===== src/rtl/fpu_tb_pkg.sv =====
// Shared types for the FPU stimulus/result alignment path: opcodes, rounding
// modes, the captured transaction record and the aligner state encoding.
package fpu_tb_pkg;

    localparam int FPU_W = 32;

    typedef enum logic [2:0] {
        FPU_ADD = 3'd0,
        FPU_SUB = 3'd1,
        FPU_MUL = 3'd2,
        FPU_DIV = 3'd3,
        FPU_I2F = 3'd4,
        FPU_F2I = 3'd5,
        FPU_REM = 3'd6
    } fpu_op_e;

    typedef enum logic [1:0] {
        RM_NEAREST = 2'd0,
        RM_ZERO    = 2'd1,
        RM_UP      = 2'd2,
        RM_DOWN    = 2'd3
    } fpu_rmode_e;

    typedef struct packed {
        logic [FPU_W-1:0] opA;
        logic [FPU_W-1:0] opB;
        fpu_op_e          op;
        fpu_rmode_e       rmode;
    } fpu_txn_t;

    typedef enum logic [1:0] {
        ST_IDLE  = 2'd0,
        ST_BUSY  = 2'd1,
        ST_ERROR = 2'd2
    } align_state_e;

endpackage


===== src/rtl/fpu_txn_fifo.sv =====
// In-order FIFO of pending FPU transactions; DEPTH must be a power of two so
// the pointers wrap naturally. clear_i empties it on the next edge.
module fpu_txn_fifo
    import fpu_tb_pkg::*;
#(
    parameter int DEPTH = 8
) (
    input  logic                         clk_i,
    input  logic                         clear_i,
    input  logic                         push_i,
    input  logic                         pop_i,
    input  fpu_txn_t                     wdata_i,
    output fpu_txn_t                     rdata_o,
    output logic                         full_o,
    output logic                         empty_o,
    output logic [$clog2(DEPTH+1)-1:0]   count_o
);

    localparam int PTR_W = $clog2(DEPTH);
    localparam int CNT_W = $clog2(DEPTH+1);
    localparam logic [CNT_W-1:0] FULL_CNT = CNT_W'(DEPTH);

    fpu_txn_t             mem_q [DEPTH];
    logic [PTR_W-1:0]     wr_ptr_q;
    logic [PTR_W-1:0]     rd_ptr_q;
    logic [CNT_W-1:0]     count_q;
    logic                 do_push;
    logic                 do_pop;

    assign full_o  = (count_q == FULL_CNT);
    assign empty_o = (count_q == '0);
    assign count_o = count_q;
    assign rdata_o = mem_q[rd_ptr_q];

    assign do_push = push_i && !full_o && !clear_i;
    assign do_pop  = pop_i && !empty_o && !clear_i;

    always_ff @(posedge clk_i) begin
        if (clear_i) begin
            wr_ptr_q <= '0;
            rd_ptr_q <= '0;
            count_q  <= '0;
        end else begin
            if (do_push) wr_ptr_q <= wr_ptr_q + PTR_W'(1);
            if (do_pop)  rd_ptr_q <= rd_ptr_q + PTR_W'(1);
            case ({do_push, do_pop})
                2'b10:   count_q <= count_q + CNT_W'(1);
                2'b01:   count_q <= count_q - CNT_W'(1);
                default: count_q <= count_q;
            endcase
        end
    end

    // Storage needs no reset; only entries behind a valid count are ever read.
    always_ff @(posedge clk_i) begin
        if (do_push) mem_q[wr_ptr_q] <= wdata_i;
    end

endmodule


===== src/rtl/fpu_stim_aligner.sv =====
// Pairs each returned FPU result with the oldest issued transaction and flags
// protocol faults. Optional statistics counters: define FPU_ALIGN_STATS_EN.
//
//   state    | meaning
//   ST_IDLE  | no transactions pending
//   ST_BUSY  | at least one transaction awaiting its result
//   ST_ERROR | orphan result or watchdog expiry; frozen until flush/reset
module fpu_stim_aligner
    import fpu_tb_pkg::*;
#(
    parameter int DEPTH   = 8,
    parameter int TIMEOUT = 64
) (
    input  logic                         clk,
    input  logic                         reset,
    input  logic                         flush,
    input  logic                         in_valid,
    output logic                         in_ready,
    input  logic [FPU_W-1:0]             in_opA,
    input  logic [FPU_W-1:0]             in_opB,
    input  logic [2:0]                   in_op,
    input  logic [1:0]                   in_rmode,
    input  logic                         res_valid,
    input  logic [FPU_W-1:0]             res_out,
    output logic                         out_valid,
    output logic [FPU_W-1:0]             out_opA,
    output logic [FPU_W-1:0]             out_opB,
    output logic [2:0]                   out_op,
    output logic [1:0]                   out_rmode,
    output logic [FPU_W-1:0]             out_fpuout,
    output logic [$clog2(DEPTH+1)-1:0]   pending,
    output logic                         err_orphan,
    output logic                         err_timeout
`ifdef FPU_ALIGN_STATS_EN
    ,
    output logic [31:0]                  stat_issued,
    output logic [31:0]                  stat_retired,
    output logic [31:0]                  stat_max_pending
`endif
);

    localparam int CNT_W = $clog2(DEPTH+1);
    localparam int WD_W  = $clog2(TIMEOUT+1);
    localparam logic [WD_W-1:0]  WD_LAST  = WD_W'(TIMEOUT-1);
    localparam logic [CNT_W-1:0] ONE_LEFT = CNT_W'(1);

    align_state_e        state_q, state_d;
    logic [WD_W-1:0]     wd_q, wd_d;
    logic                err_orphan_q, err_timeout_q;
    logic                out_valid_q;
    fpu_txn_t            out_txn_q;
    logic [FPU_W-1:0]    out_res_q;

    fpu_txn_t            wr_txn;
    fpu_txn_t            head_txn;
    logic                fifo_full, fifo_empty;
    logic [CNT_W-1:0]    fifo_count;
    logic                active, push, pop, orphan, timeout_hit;

    always_comb begin
        wr_txn       = '0;
        wr_txn.opA   = in_opA;
        wr_txn.opB   = in_opB;
        wr_txn.op    = fpu_op_e'(in_op);
        wr_txn.rmode = fpu_rmode_e'(in_rmode);
    end

    fpu_txn_fifo #(.DEPTH(DEPTH)) u_fifo (
        .clk_i   (clk),
        .clear_i (reset || flush),
        .push_i  (push),
        .pop_i   (pop),
        .wdata_i (wr_txn),
        .rdata_o (head_txn),
        .full_o  (fifo_full),
        .empty_o (fifo_empty),
        .count_o (fifo_count)
    );

    // Flush outranks everything; in ERROR the FPU/generator handshakes are dead.
    assign active      = (state_q != ST_ERROR) && !flush;
    assign in_ready    = !fifo_full && (state_q != ST_ERROR);
    assign push        = in_valid && in_ready && !flush;
    assign pop         = active && res_valid && !fifo_empty;
    assign orphan      = active && res_valid && fifo_empty;
    assign timeout_hit = active && !fifo_empty && !res_valid && (wd_q == WD_LAST);

    always_comb begin
        wd_d = wd_q + WD_W'(1);
        if (state_q == ST_ERROR || fifo_empty || res_valid) wd_d = '0;
    end

    always_comb begin
        state_d = state_q;
        case (state_q)
            ST_IDLE:  if (push) state_d = ST_BUSY;
            ST_BUSY:  if (pop && !push && fifo_count == ONE_LEFT) state_d = ST_IDLE;
            ST_ERROR: state_d = ST_ERROR;
            default:  state_d = ST_IDLE;
        endcase
        if (orphan || timeout_hit) state_d = ST_ERROR;
    end

    always_ff @(posedge clk) begin
        if (reset) begin
            state_q       <= ST_IDLE;
            wd_q          <= '0;
            err_orphan_q  <= 1'b0;
            err_timeout_q <= 1'b0;
            out_valid_q   <= 1'b0;
            out_txn_q     <= '0;
            out_res_q     <= '0;
        end else if (flush) begin
            state_q       <= ST_IDLE;
            wd_q          <= '0;
            err_orphan_q  <= 1'b0;
            err_timeout_q <= 1'b0;
            out_valid_q   <= 1'b0;
        end else begin
            state_q       <= state_d;
            wd_q          <= wd_d;
            err_orphan_q  <= err_orphan_q | orphan;
            err_timeout_q <= err_timeout_q | timeout_hit;
            out_valid_q   <= pop;
            if (pop) begin
                out_txn_q <= head_txn;
                out_res_q <= res_out;
            end
        end
    end

    assign out_valid   = out_valid_q;
    assign out_opA     = out_txn_q.opA;
    assign out_opB     = out_txn_q.opB;
    assign out_op      = out_txn_q.op;
    assign out_rmode   = out_txn_q.rmode;
    assign out_fpuout  = out_res_q;
    assign pending     = fifo_count;
    assign err_orphan  = err_orphan_q;
    assign err_timeout = err_timeout_q;

`ifdef FPU_ALIGN_STATS_EN
    // Statistics survive flush so a whole run can be summarised.
    logic [31:0] stat_issued_q, stat_retired_q, stat_max_q;

    always_ff @(posedge clk) begin
        if (reset) begin
            stat_issued_q  <= '0;
            stat_retired_q <= '0;
            stat_max_q     <= '0;
        end else begin
            if (push && stat_issued_q != '1)        stat_issued_q  <= stat_issued_q + 32'd1;
            if (out_valid_q && stat_retired_q != '1) stat_retired_q <= stat_retired_q + 32'd1;
            if (32'(fifo_count) > stat_max_q)       stat_max_q     <= 32'(fifo_count);
        end
    end

    assign stat_issued      = stat_issued_q;
    assign stat_retired     = stat_retired_q;
    assign stat_max_pending = stat_max_q;
`endif

endmodule


===== config.mk =====
export PLATFORM = sky130hd
export DESIGN_NAME = fpu_stim_aligner
export DESIGN_NICKNAME = d
export VERILOG_FILES = /design/src/rtl/fpu_tb_pkg.sv /design/src/rtl/fpu_txn_fifo.sv /design/src/rtl/fpu_stim_aligner.sv
export SDC_FILE = /design/constraint.sdc
export NUM_CORES = 1
export LEC_CHECK = 0
export CORE_UTILIZATION = 30
export CTS_CLUSTER_SIZE = 25
export DETAILED_ROUTE_END_ITERATION = 8
export GPL_TIMING_DRIVEN = 0
export SLEW_MARGIN = 10
export SYNTH_ARGS = -nofsm -noshare
export SYNTH_HDL_FRONTEND = slang
export SYNTH_HIERARCHICAL = 1
export SYNTH_SLANG_ARGS = --single-unit

===== constraint.sdc =====
create_clock -name clk -period 13.4 [get_ports clk]
set_input_delay 2.68 -clock clk [delete_from_list [all_inputs] [get_ports clk]]
set_output_delay 2.68 -clock clk [all_outputs]
set_load 0.05 [all_outputs]

After elaboration in Yosys (flattened, before gate mapping)
Memory sizes are Yosys's and may differ from the RTL's. A register that Yosys moved wholly into a read port is not among the register bits.
Index checks and enable logic that the tools add are counted.

cells by class
  eq/ne operators = 12
  divide/modulo/power cells = 0
  bitwise logic cells = 3
  shift operators = 0
  multiply operators = 0
  reductions and logical operators = 35
  order comparisons = 0
  add/sub/neg operators = 5
  muxes and demuxes = 7

operator list
  kind                 number
  $logic_and 1x1->1    16
  $pmux 4 s2           1
  $add 7x1->7 const B  1
  $eq 7x6->1 const B   1
  $add 3x1->3 const B  2
  $logic_not 1->1      6
  $mux 2               3
  $ne 2x2->1 const B   3
  $ne 3x3->1 const B   2
  $pmux 2 s3           1
  $reduce_and 2->1     3
  $reduce_or 3->1      2
  $add 4x1->4 const B  1
  $eq 2x1->1 const B   2
  $eq 2x2->1 const B   2
  $eq 4x1->1 const B   1
  $eq 4x4->1 const B   1
  $logic_not 4->1      1
  $logic_or 1x1->1     4
  $sub 4x1->4 const B  1
  $logic_not 2->1      1
  $mux 1               2
  $or 1x1->1           2
  $reduce_bool 2->1    1
  2 further kinds      2

storage, ports and cells
  memory bits (writable) = 552
  memory bits (read-only) = 0
  word-level logic and storage cells = 73
  output and inout port bits = 109
  register bits = 54
  input port bits = 106
  latch bits = 0
  memories kept = 1

memories
  memory        words  bits a word  rd ports  clocked after Yosys merged registers in  wr ports  RTL line            text
  u_fifo.mem_q  8      69           1         1                                        1         fpu_txn_fifo.sv:23  fpu_txn_t mem_q [DEPTH];

Longest topological paths before layout
Gate-level depths: netlist (run 1).

  word-level depth = 11
  depth in mapped cells = 15
  depth with buffers taken out = 12

Hierarchy
The synthesis (run 1) kept the hierarchy.

by module, submodules not included
  module            seq. area each (µm²)  area each (µm²)  instances  cells each
  fpu_txn_fifo      16836.1               21398.0          1          874
  fpu_stim_aligner  2262.2                4076.4           1          497

Least setup slack after synthesis (run 1)
No wires, ideal clock.

  path type = input to register
  start = in flush
  end = mem u_fifo/mem_q[0][0] (netlist bit), enable pin
  setup slack = 2.723 ns
  path buffers = 1
  setup time = 0.667 ns
  data arrival time = 10.011 ns
  required time = 12.733 ns
  cell stages on the path = 4
  cells stage by stage = or2_2 > clkbuf_1 > nand3b_2 > nor4_1

on the way
  cells in the longest elaborated chain, start to end = 6
  elaborated cells between the ends (all ways) = 8
  those cells by class = mux (2); reduce/logical (6)

RTL lines
  item                              RTL line                text
  start: declaration                fpu_stim_aligner.sv:16  input logic flush,
  $logic_not 1->1                   fpu_stim_aligner.sv:83  assign push = in_valid && in_ready && !flush;
  $logic_and 1x1->1                 fpu_stim_aligner.sv:83
  $logic_and 1x1->1                 fpu_txn_fifo.sv:35      assign do_push = push_i && !full_o && !clear_i;
  $logic_and 1x1->1 (*)             fpu_txn_fifo.sv:35
  $mux 1 (*)                        fpu_txn_fifo.sv:56      if (do_push) mem_q[wr_ptr_q] <= wdata_i;
  $mux 1 (not written as such) (*)  fpu_txn_fifo.sv:56
  end: declaration                  fpu_txn_fifo.sv:23

Every way passes the cells marked *; elsewhere a longest branch is shown, timed or not.

Worst setup path after layout (run 1)
  start = in reset
  end = mem u_fifo/mem_q[4][51] (netlist bit), enable pin

on the way
  cells in the longest elaborated chain, start to end = 5

RTL lines
  item                          RTL line                text
  start: declaration            fpu_stim_aligner.sv:15  input logic reset,
  $logic_or 1x1->1              fpu_stim_aligner.sv:70  .clear_i (reset || flush),
  $logic_not 1->1               fpu_txn_fifo.sv:35
  $logic_and 1x1->1             fpu_txn_fifo.sv:35
  $mux 1                        fpu_txn_fifo.sv:56
  $mux 1 (not written as such)  fpu_txn_fifo.sv:56

Every way passes these cells.

==> flow_metrics.tcl, run 1 <==
set metrics [dict create \
    multiInputGateArea_um2 5913 \
    synth-seq-cells 678 \
    wl_met1_mm 24.16 \
    drive_above_1_share_pct 26.05 \
    dr.pass1.iters 4 \
    fin_ws_ns 7.359 \
    final_max_slew_viol_count 0 \
    highest_layer "met5" \
    final_cell_mix "552 x edfxtp_1, 214 x clkdlybuf4s50_1, 196 x nand2_1" \
    io_buffers 214 \
    cts_hold_buf 0 \
    cts.sinks 678 \
    syn-instance-count 1371 \
    holdPathStages 1 \
    synth_top_area_share_pct 65.07 \
    die_h_um 293.4 \
    cts-root-buf "clkbuf_16" \
    vdd_drop_max_mv 0.08497 \
    first_global_vias 14100 \
    drc 0 \
    die_w_um 293.4 \
    track_usage_pct 14.20 \
    fin_skew_ns 0.02824 \
    mostFrequentLayoutCell "edfxtp_1" \
    grt.overflow.total 0 \
    r2r_cells 11 \
    clock_latency_ns 0.61 \
    cts_tree "yes" \
    utilization_pct 38.43 \
    place_ws_ns 6.727 \
    dr.first_iter.drc_count 642 \
    regArea_um2 19100 \
    total_power_w 0.004375 \
    rows 106 \
    synth_ff_type "edfxtp_1" \
    num_vias 13370 \
    post-route-min-period_ns 6.042 \
    ys_seq_area_share_pct 74.97 \
    power_density_nw_per_um2 135.8 \
    crit_path_max_fanout 10 \
    grt_pass1_wl_mm 90.05 \
    max_cap_viol_count 0 \
    worstPathArrival_ns 6.33 \
    async_flop_share_pct 0 \
    min_period_over_period_pct 45.09 \
    finalWeightedCongestion 0.7274 \
    post-cts-setup-buffers 0 \
    post_cts_resized 0 \
    wire_per_inst_um 20.80 \
    grt_max_degree 22 \
    status "finished clean" \
    cts_made_buffers 72 \
    yosys_warnings 6 \
    fillers 7671 \
    rsz0062_at_grt "false" \
    critPathKind "in -> reg" \
    htreeDepth 3 \
    dp_hpwl_mm 41.46 \
    final_nets 1838 \
    avgSynthCellArea_um2 18.58 \
    clock_path_buffers 3 \
    dieArea_um2 86080 \
    synth.distinct_cells 42 \
    ant_nets 0 \
    max_freq_mhz 165.5 \
    synth-edff-count 552 \
    maxSlewHeadroom_pct 23.99 \
    met2_length_mm 31.60 \
    clk_pin_slew_worst_paths_ns 0.06 \
    wirelength_mm 60.74 \
    netlist_area_um2 25470 \
    ios 215 \
    end_kind "flip-flop" \
    antenna_found_initial 11 \
    hold_viol_final 0 \
    initial_core_util_pct 30.39 \
    synthToLayoutAreaGrowth_pct 26.45 \
    start_kind "input pin" \
    route.met3.wl_mm 3.540 \
    syn_nets 1483 \
    yosysTopAreaCell "edfxtp_1" \
    synthTopCellsByArea "edfxtp_1 65%, mux4_2 12%, dfxtp_1 9.9%" \
    worstPathRequired_ns 13.69 \
    via_per_inst 4.578 \
    leakagePower_nw 9.987 \
    hp-class "reg -> reg" \
    fp.coreArea_um2 83820 \
    final-setup-viol-count 0 \
    tightest_slew_ns 1.134 \
]
metal layers:
layer / GRT usage (%) / vias up
li1: - / 6058
met1: 16.58 / 6894
met2: 25.33 / 301
met3: 3.661 / 97
met4: 4.484 / 18
met5: 0 / -
logic make-up (layout without fill, tap and decap cells):
family,after synthesis,in the layout,synth area share [%]
flip-flops,678,678,74.97
adder cells (fa/ha/maj),6,6,0.2947
AND/OR/NAND/NOR,265,265,4.361
AO/OA/AOI/OAI,114,114,2.495
multiplexers,212,212,15.46
other,0,1,0
buffers and inverters,84,498,2.009
XOR/XNOR,12,12,0.4126
cell type report:
type	count	area share, %
Clock inverter	37	1.243
Inverter	6	0.06991
Clock buffer	96	6.238
Multi-Input combinational cell	609	18.36
Timing Repair Buffer	281	8.867
Antenna cell	1	0.007768
Buffer	78	1.526
Sequential cell	678	59.29
Tap cell	1134	4.405
registers in the layout (all words and copies together), names as in the netlist, named ones only:
signal,cells
u_fifo/mem_q,552
u_fifo/rd_ptr_q,3
out_fpuout,32
err_timeout,1
out_opA,32
u_fifo/count_o,4
state_q,2
err_orphan,1
wd_q,7
u_fifo/wr_ptr_q,3
out_op,3
out_opB,32
out_rmode,2
out_valid,1
cells in the mapped netlist, types with 2 or more instances:
library cell,n
or2_2,2
nor3_1,5
xnor2_1,5
a21oi_2,10
or3_1,3
clkbuf_1,28
nand2b_1,2
inv_1,5
nand2_1,196
ha_1,6
or4_1,2
mux4_2,138
nor2b_1,3
buf_6,22
dfxtp_1,126
edfxtp_1,552
mux2i_1,3
xor2_1,7
o21ai_0,3
buf_1,11
nand2_2,10
nand3_1,4
nor4_1,2
or4b_1,2
buf_2,16
nor2_1,29
a21oi_1,95
mux2_2,70
critical path, cell delays in order:
cell,delay (ns)
clkdlybuf4s50_1,0.51
or2_2,0.31
clkbuf_1,0.21
nand3b_2,0.40
or2_2,0.45
nor3_2,0.88
buf_6,0.25
buf_4,0.20
buf_4,0.20
buf_4,0.22
metrics by stage:
step	hold WS, ns	setup TNS, ns	instance area (um^2)	instances
6_report	0.4495	0	32210	2920
3_3_place_gp	0.4283	-954.71	29040	2719
2_1_floorplan	0.4175	0	25470	1371
4_1_cts	0.4491	0	32210	2919
3_5_place_dp	0.4411	0	29800	2786
5_1_grt	0.4658	0	32210	2920
final timing paths:
check,slack [ns],startpoint,end
worst max-delay path,7.36,reset,u_fifo/mem_q[4][51]
worst min-delay path,0.45,wd_q[0],wd_q[0]
worst max register to register,9.00,u_fifo/count_o[0],u_fifo/mem_q[4][51]
worst min register to register,0.45,wd_q[0],wd_q[0]
power breakdown:
group / internal, W / switching (W) / total (W)
Clock: 0.00118 / 0.000827 / 0.00201
Combinational: 0.0000393 / 0.0000449 / 0.0000842
Sequential: 0.00228 / 0.00000175 / 0.00228
Total: 0.00350 / 0.000874 / 0.00438
Power figures use the tool's default switching activity.
==> inputs of run 2 (changes only) <==
- clock period: 13.4 -> 5.96 ns (I/O delays scaled with it)
==> flow_metrics.tcl, run 2 (synthesized netlist as in run 1, its figures left out) <==
set metrics [dict create \
    final_cell_mix "552 x edfxtp_1, 214 x clkdlybuf4s50_1, 196 x nand2_1" \
    max_stage_delay_ns 0.75 \
    cts_tree "yes" \
    cp_slowest_cell "nor3_2" \
    seqPwrFrac_pct 53.2 \
    dr.first_iter.drc_count 783 \
    antenna_found_initial 11 \
    max_cap_viol_count 0 \
    internal_power_w 0.007666 \
    total_power_w 0.009642 \
    power_density_nw_per_um2 299.7 \
    crit_path_max_fanout 10 \
    clk_pin_slew_worst_paths_ns 0.05 \
    post_cts_resized 0 \
    vdd_drop_max_mv 0.1841 \
    fillers 7689 \
    initial_core_util_pct 30.39 \
    rsz0062_at_grt "false" \
    fp.coreArea_um2 83820 \
    mostFrequentLayoutCell "edfxtp_1" \
    hp-class "reg -> reg" \
    wire_per_inst_um 20.63 \
    drc 0 \
    swShare_pct 20.49 \
    worstPathRequired_ns 6.28 \
    grt_max_degree 22 \
    place_ws_ns 1.135 \
    rows 106 \
    cts.sinks 678 \
    first_global_vias 14070 \
    clock_path_buffers 3 \
    post-route-min-period_ns 4.175 \
    cts_hold_buf 0 \
    via_per_inst 4.546 \
    tightest_slew_ns 1.108 \
    ios 215 \
    die_h_um 293.4 \
    critPathKind "in -> reg" \
    fin_skew_ns 0.02263 \
    worstPathArrival_ns 4.49 \
    wirelength_mm 60.03 \
    status "finished clean" \
    path_cells "clkdlybuf4s50_1, or2_2, clkbuf_1, nand3b_2, nor3_2, buf_6, buf_4, buf_4, buf_4, buf_6" \
    largest_reg_flops 552 \
    fin_ws_ns 1.785 \
    maxSlewHeadroom_pct 26.14 \
    crit_top_cell "buf_4" \
    cts_made_buffers 72 \
    synthToLayoutAreaGrowth_pct 26.30 \
    top_register "u_fifo/mem_q" \
    clockPowerShare_pct 44.8 \
    min_period_over_period_pct 70.05 \
    track_usage_pct 13.95 \
    max_freq_mhz 239.5 \
    final_nets 1826 \
    htreeDepth 3 \
    dr.pass1.iters 4 \
    p_switching_w 0.001976 \
    grt_pass1_wl_mm 88.81 \
    final-setup-viol-count 0 \
    p_comb_share_pct 2.0 \
    finalWeightedCongestion 0.7343 \
    post-cts-setup-buffers 0 \
    num_vias 13230 \
    ant_nets 0 \
    end_kind "flip-flop" \
    final_max_slew_viol_count 0 \
    start_kind "input pin" \
    io_buffers 214 \
    die_w_um 293.4 \
    dp_hpwl_mm 40.74 \
    cts-root-buf "clkbuf_16" \
    clock_latency_ns 0.62 \
    whs_ns 0.4512 \
    drive_above_1_share_pct 25.32 \
    hold_viol_final 0 \
    leakagePower_nw 9.898 \
    dieArea_um2 86080 \
    grt.overflow.total 0 \
    tns_ns 0 \
]
==> run 2: final timing paths <==
| kind | from | to | slack (ns) | cells past startpoint |
|---|---|---|---|---|
| max | reset | u_fifo/mem_q[1][61] | 1.79 | 10 |
| min | out_fpuout[24] | out_fpuout[24] | 0.45 | 2 |
| max reg2reg | u_fifo/count_o[0] | u_fifo/mem_q[1][61] | 1.98 | 11 |
| min reg2reg | out_fpuout[24] | out_fpuout[24] | 0.45 | 2 |
==> run 2: worst max-delay path, delay by kind of cell <==
family        cells  cell delay, ns
buf+inv           7            1.76
simple gates      3            1.51
==> run 2: power by group through the flow <==
stage,clock [W],sequential [W],combinational [W]
5_1_grt,0.00463,0.00513,0.000205
6_report,0.00432,0.00513,0.000189
3_3_place_gp,0,0.00523,0.000178
3_5_place_dp,0,0.00523,0.000192
4_1_cts,0.00445,0.00513,0.000193
2_1_floorplan,0,0.00524,0.0000410
==> run 2: cell type report <==
class                   instances  area [um^2]  share of cell area [%]
flip-flops and latches        678        19100                   59.36
multi-input cells             609         5928                   18.43
repair buffers                269         2894                   8.995
clock buffers                 100         2017                   6.269
well taps                    1134         1419                   4.410
plain buffers                  78        490.5                   1.524
clock inverters                33        297.8                  0.9255
inverters                       6        22.52                 0.07000
diodes                          3        7.507                 0.02333
==> run 2: metal layers <==
layer / vias to the layer above / GRT usage [%] / wire length [um]
met2: 288 / 24.52 / 30750
met5: - / 0 / 102
met1: 6793 / 16.57 / 24340
met3: 94 / 3.427 / 3443
met4: 16 / 4.815 / 1390
li1: 6038 / - / -
==> run 2: metrics by stage <==
stage / utilization (%) / std cells / area (um^2)
after floorplan: - / 1371 / 25490
after global placement: 34.65 / 2719 / 29050
after detailed placement: 35.61 / 2774 / 29850
after CTS: 38.38 / 2907 / 32170
after global routing: 38.38 / 2909 / 32170
final: 38.39 / 2910 / 32170
==> inputs of run 3 (changes only) <==
- clock period: 5.96 -> 4.19 ns (I/O delays scaled with it)
==> flow_metrics.tcl, run 3 (synthesized netlist as in run 1, its figures left out) <==
set metrics [dict create \
    status "finished clean" \
    min_period_over_period_pct 92.47 \
    fillers 7652 \
    critPathKind "reg -> reg" \
    r2r_end "u_fifo/count_o[3]" \
    route.met3.wl_mm 3.512 \
    vdd_drop_max_mv 0.3106 \
    leakagePower_nw 10.01 \
    dp_hpwl_mm 40.32 \
    met2_length_mm 30.47 \
    cts-root-buf "clkbuf_16" \
    post_cts_resized 0 \
    finalWeightedCongestion 0.7311 \
    cts_hold_buf 0 \
    clock_latency_ns 0.61 \
    die_w_um 293.4 \
    synthToLayoutAreaGrowth_pct 27.75 \
    fin_area_um2 32540 \
    wl_met1_mm 24.61 \
    first_global_vias 14120 \
    post-route-min-period_ns 3.874 \
    final-setup-viol-count 0 \
    hp-class "reg -> reg" \
    tightest_slew_ns 1.174 \
    hold_viol_final 0 \
    crit_path_max_fanout 10 \
    critPathLaunch "u_fifo/count_o[1]" \
    regArea_um2 19110 \
    largest_reg_flops 552 \
    grt_pass1_wl_mm 88.95 \
    worstPathRequired_ns 4.68 \
    grt_max_degree 21 \
    multiInputGateArea_um2 5973 \
    dieArea_um2 86080 \
    dr.pass1.iters 4 \
    rows 106 \
    clk_pin_slew_worst_paths_ns 0.06 \
    whs_ns 0.4461 \
    top_register "u_fifo/mem_q" \
    end_kind "flip-flop" \
    dpl-instance-area_um2 30050 \
    via_per_inst 4.578 \
    wire_per_inst_um 20.61 \
    hp-start "wd_q[0]" \
    power_density_nw_per_um2 435.2 \
    drc 0 \
    htreeDepth 3 \
    rsz0062_at_grt "false" \
    track_usage_pct 13.88 \
    max_cap_viol_count 0 \
    mostFrequentLayoutCell "edfxtp_1" \
    hold_end "wd_q[0]" \
    r2r_cells 14 \
    final_nets 1816 \
    num_vias 13280 \
    io_buffers 214 \
    grt.overflow.total 0 \
    ant_nets 0 \
    final_cell_mix "552 x edfxtp_1, 214 x clkdlybuf4s50_1, 196 x nand2_1" \
    cts_made_buffers 73 \
    highest_layer "met5" \
    cts_tree "yes" \
    fp.coreArea_um2 83820 \
    post-cts-setup-buffers 0 \
    cts.sinks 678 \
    reg2reg_slack_ns 0.32 \
    worstPathArrival_ns 4.37 \
    drive_above_1_share_pct 25.23 \
    final_max_slew_viol_count 0 \
    holdPathStages 1 \
    dr.first_iter.drc_count 705 \
    maxSlewHeadroom_pct 21.72 \
    wirelength_mm 59.78 \
    max_freq_mhz 258.1 \
    initial_core_util_pct 30.39 \
    ios 215 \
    antenna_found_initial 7 \
    fin_skew_ns 0.02453 \
    clock_path_buffers 3 \
    r2r-start "u_fifo/count_o[1]" \
    start_kind "flip-flop" \
    die_h_um 293.4 \
]
## run 3: how the worst max path moves through the flow
stage | to | cells past startpoint | slack, ns
final | u_fifo/count_o[3] | 14 | 0.32
after global routing | u_fifo/count_o[3] | 14 | 0.16
after CTS | u_fifo/count_o[3] | 14 | 0.40
after detailed placement | u_fifo/count_o[3] | 13 | -0.11
after global placement | u_fifo/mem_q[3][50] | 5 | -4.34
after floorplan | u_fifo/mem_q[3][0] | 4 | -0.44
## run 3: area by class of cell
cell class,count,area share (%)
well taps,1134,4.360
clock inverters,45,1.688
multi-input cells,609,18.35
diodes,2,0.01538
repair buffers,258,9.300
plain buffers,78,1.534
clock buffers,90,5.971
flip-flops and latches,678,58.71
inverters,6,0.06920
## run 3: where the power goes
part | switching (W) | internal, W | total, W
logic | 0.000144 | 0.000128 | 0.000272
registers | 0.00000551 | 0.00729 | 0.00730
clock network | 0.00260 | 0.00400 | 0.00660
total | 0.00275 | 0.0114 | 0.0142
## run 3: routing by layer
layer  GRT usage, %  up-vias
met5              0        -
met4          3.938       12
met3          3.707       81
met2          24.09      307
met1          16.90     6854
li1               -     6023
## run 3: worst max-delay path, cell delays in order, from the launching register on
cell	delay [ns]
dfxtp_4	0.34
buf_2	0.17
nor4_1	0.79
or4b_1	0.23
buf_2	0.18
inv_2	0.07
buf_2	0.23
o41ai_2	0.17
nor2_1	0.14
ha_1	0.30
clkbuf_1	0.19
nor4b_1	0.41
a41oi_1	0.10
o41ai_1	0.10
mux2_1	0.35
## run 3: through the flow
stage	util, %	setup TNS, ns	total power [W]	worst slack (ns)	instances
floorplan	-	-92.86	0.007513	-0.4426	1371
global placement	34.75	-1795.99	0.007696	-4.337	2719
detailed placement	35.85	-0.5666	0.007714	-0.1123	2763
CTS	38.82	0	0.01435	0.3956	2898
global route	38.82	0	0.01461	0.1641	2899
finish	38.83	0	0.01416	0.3157	2900
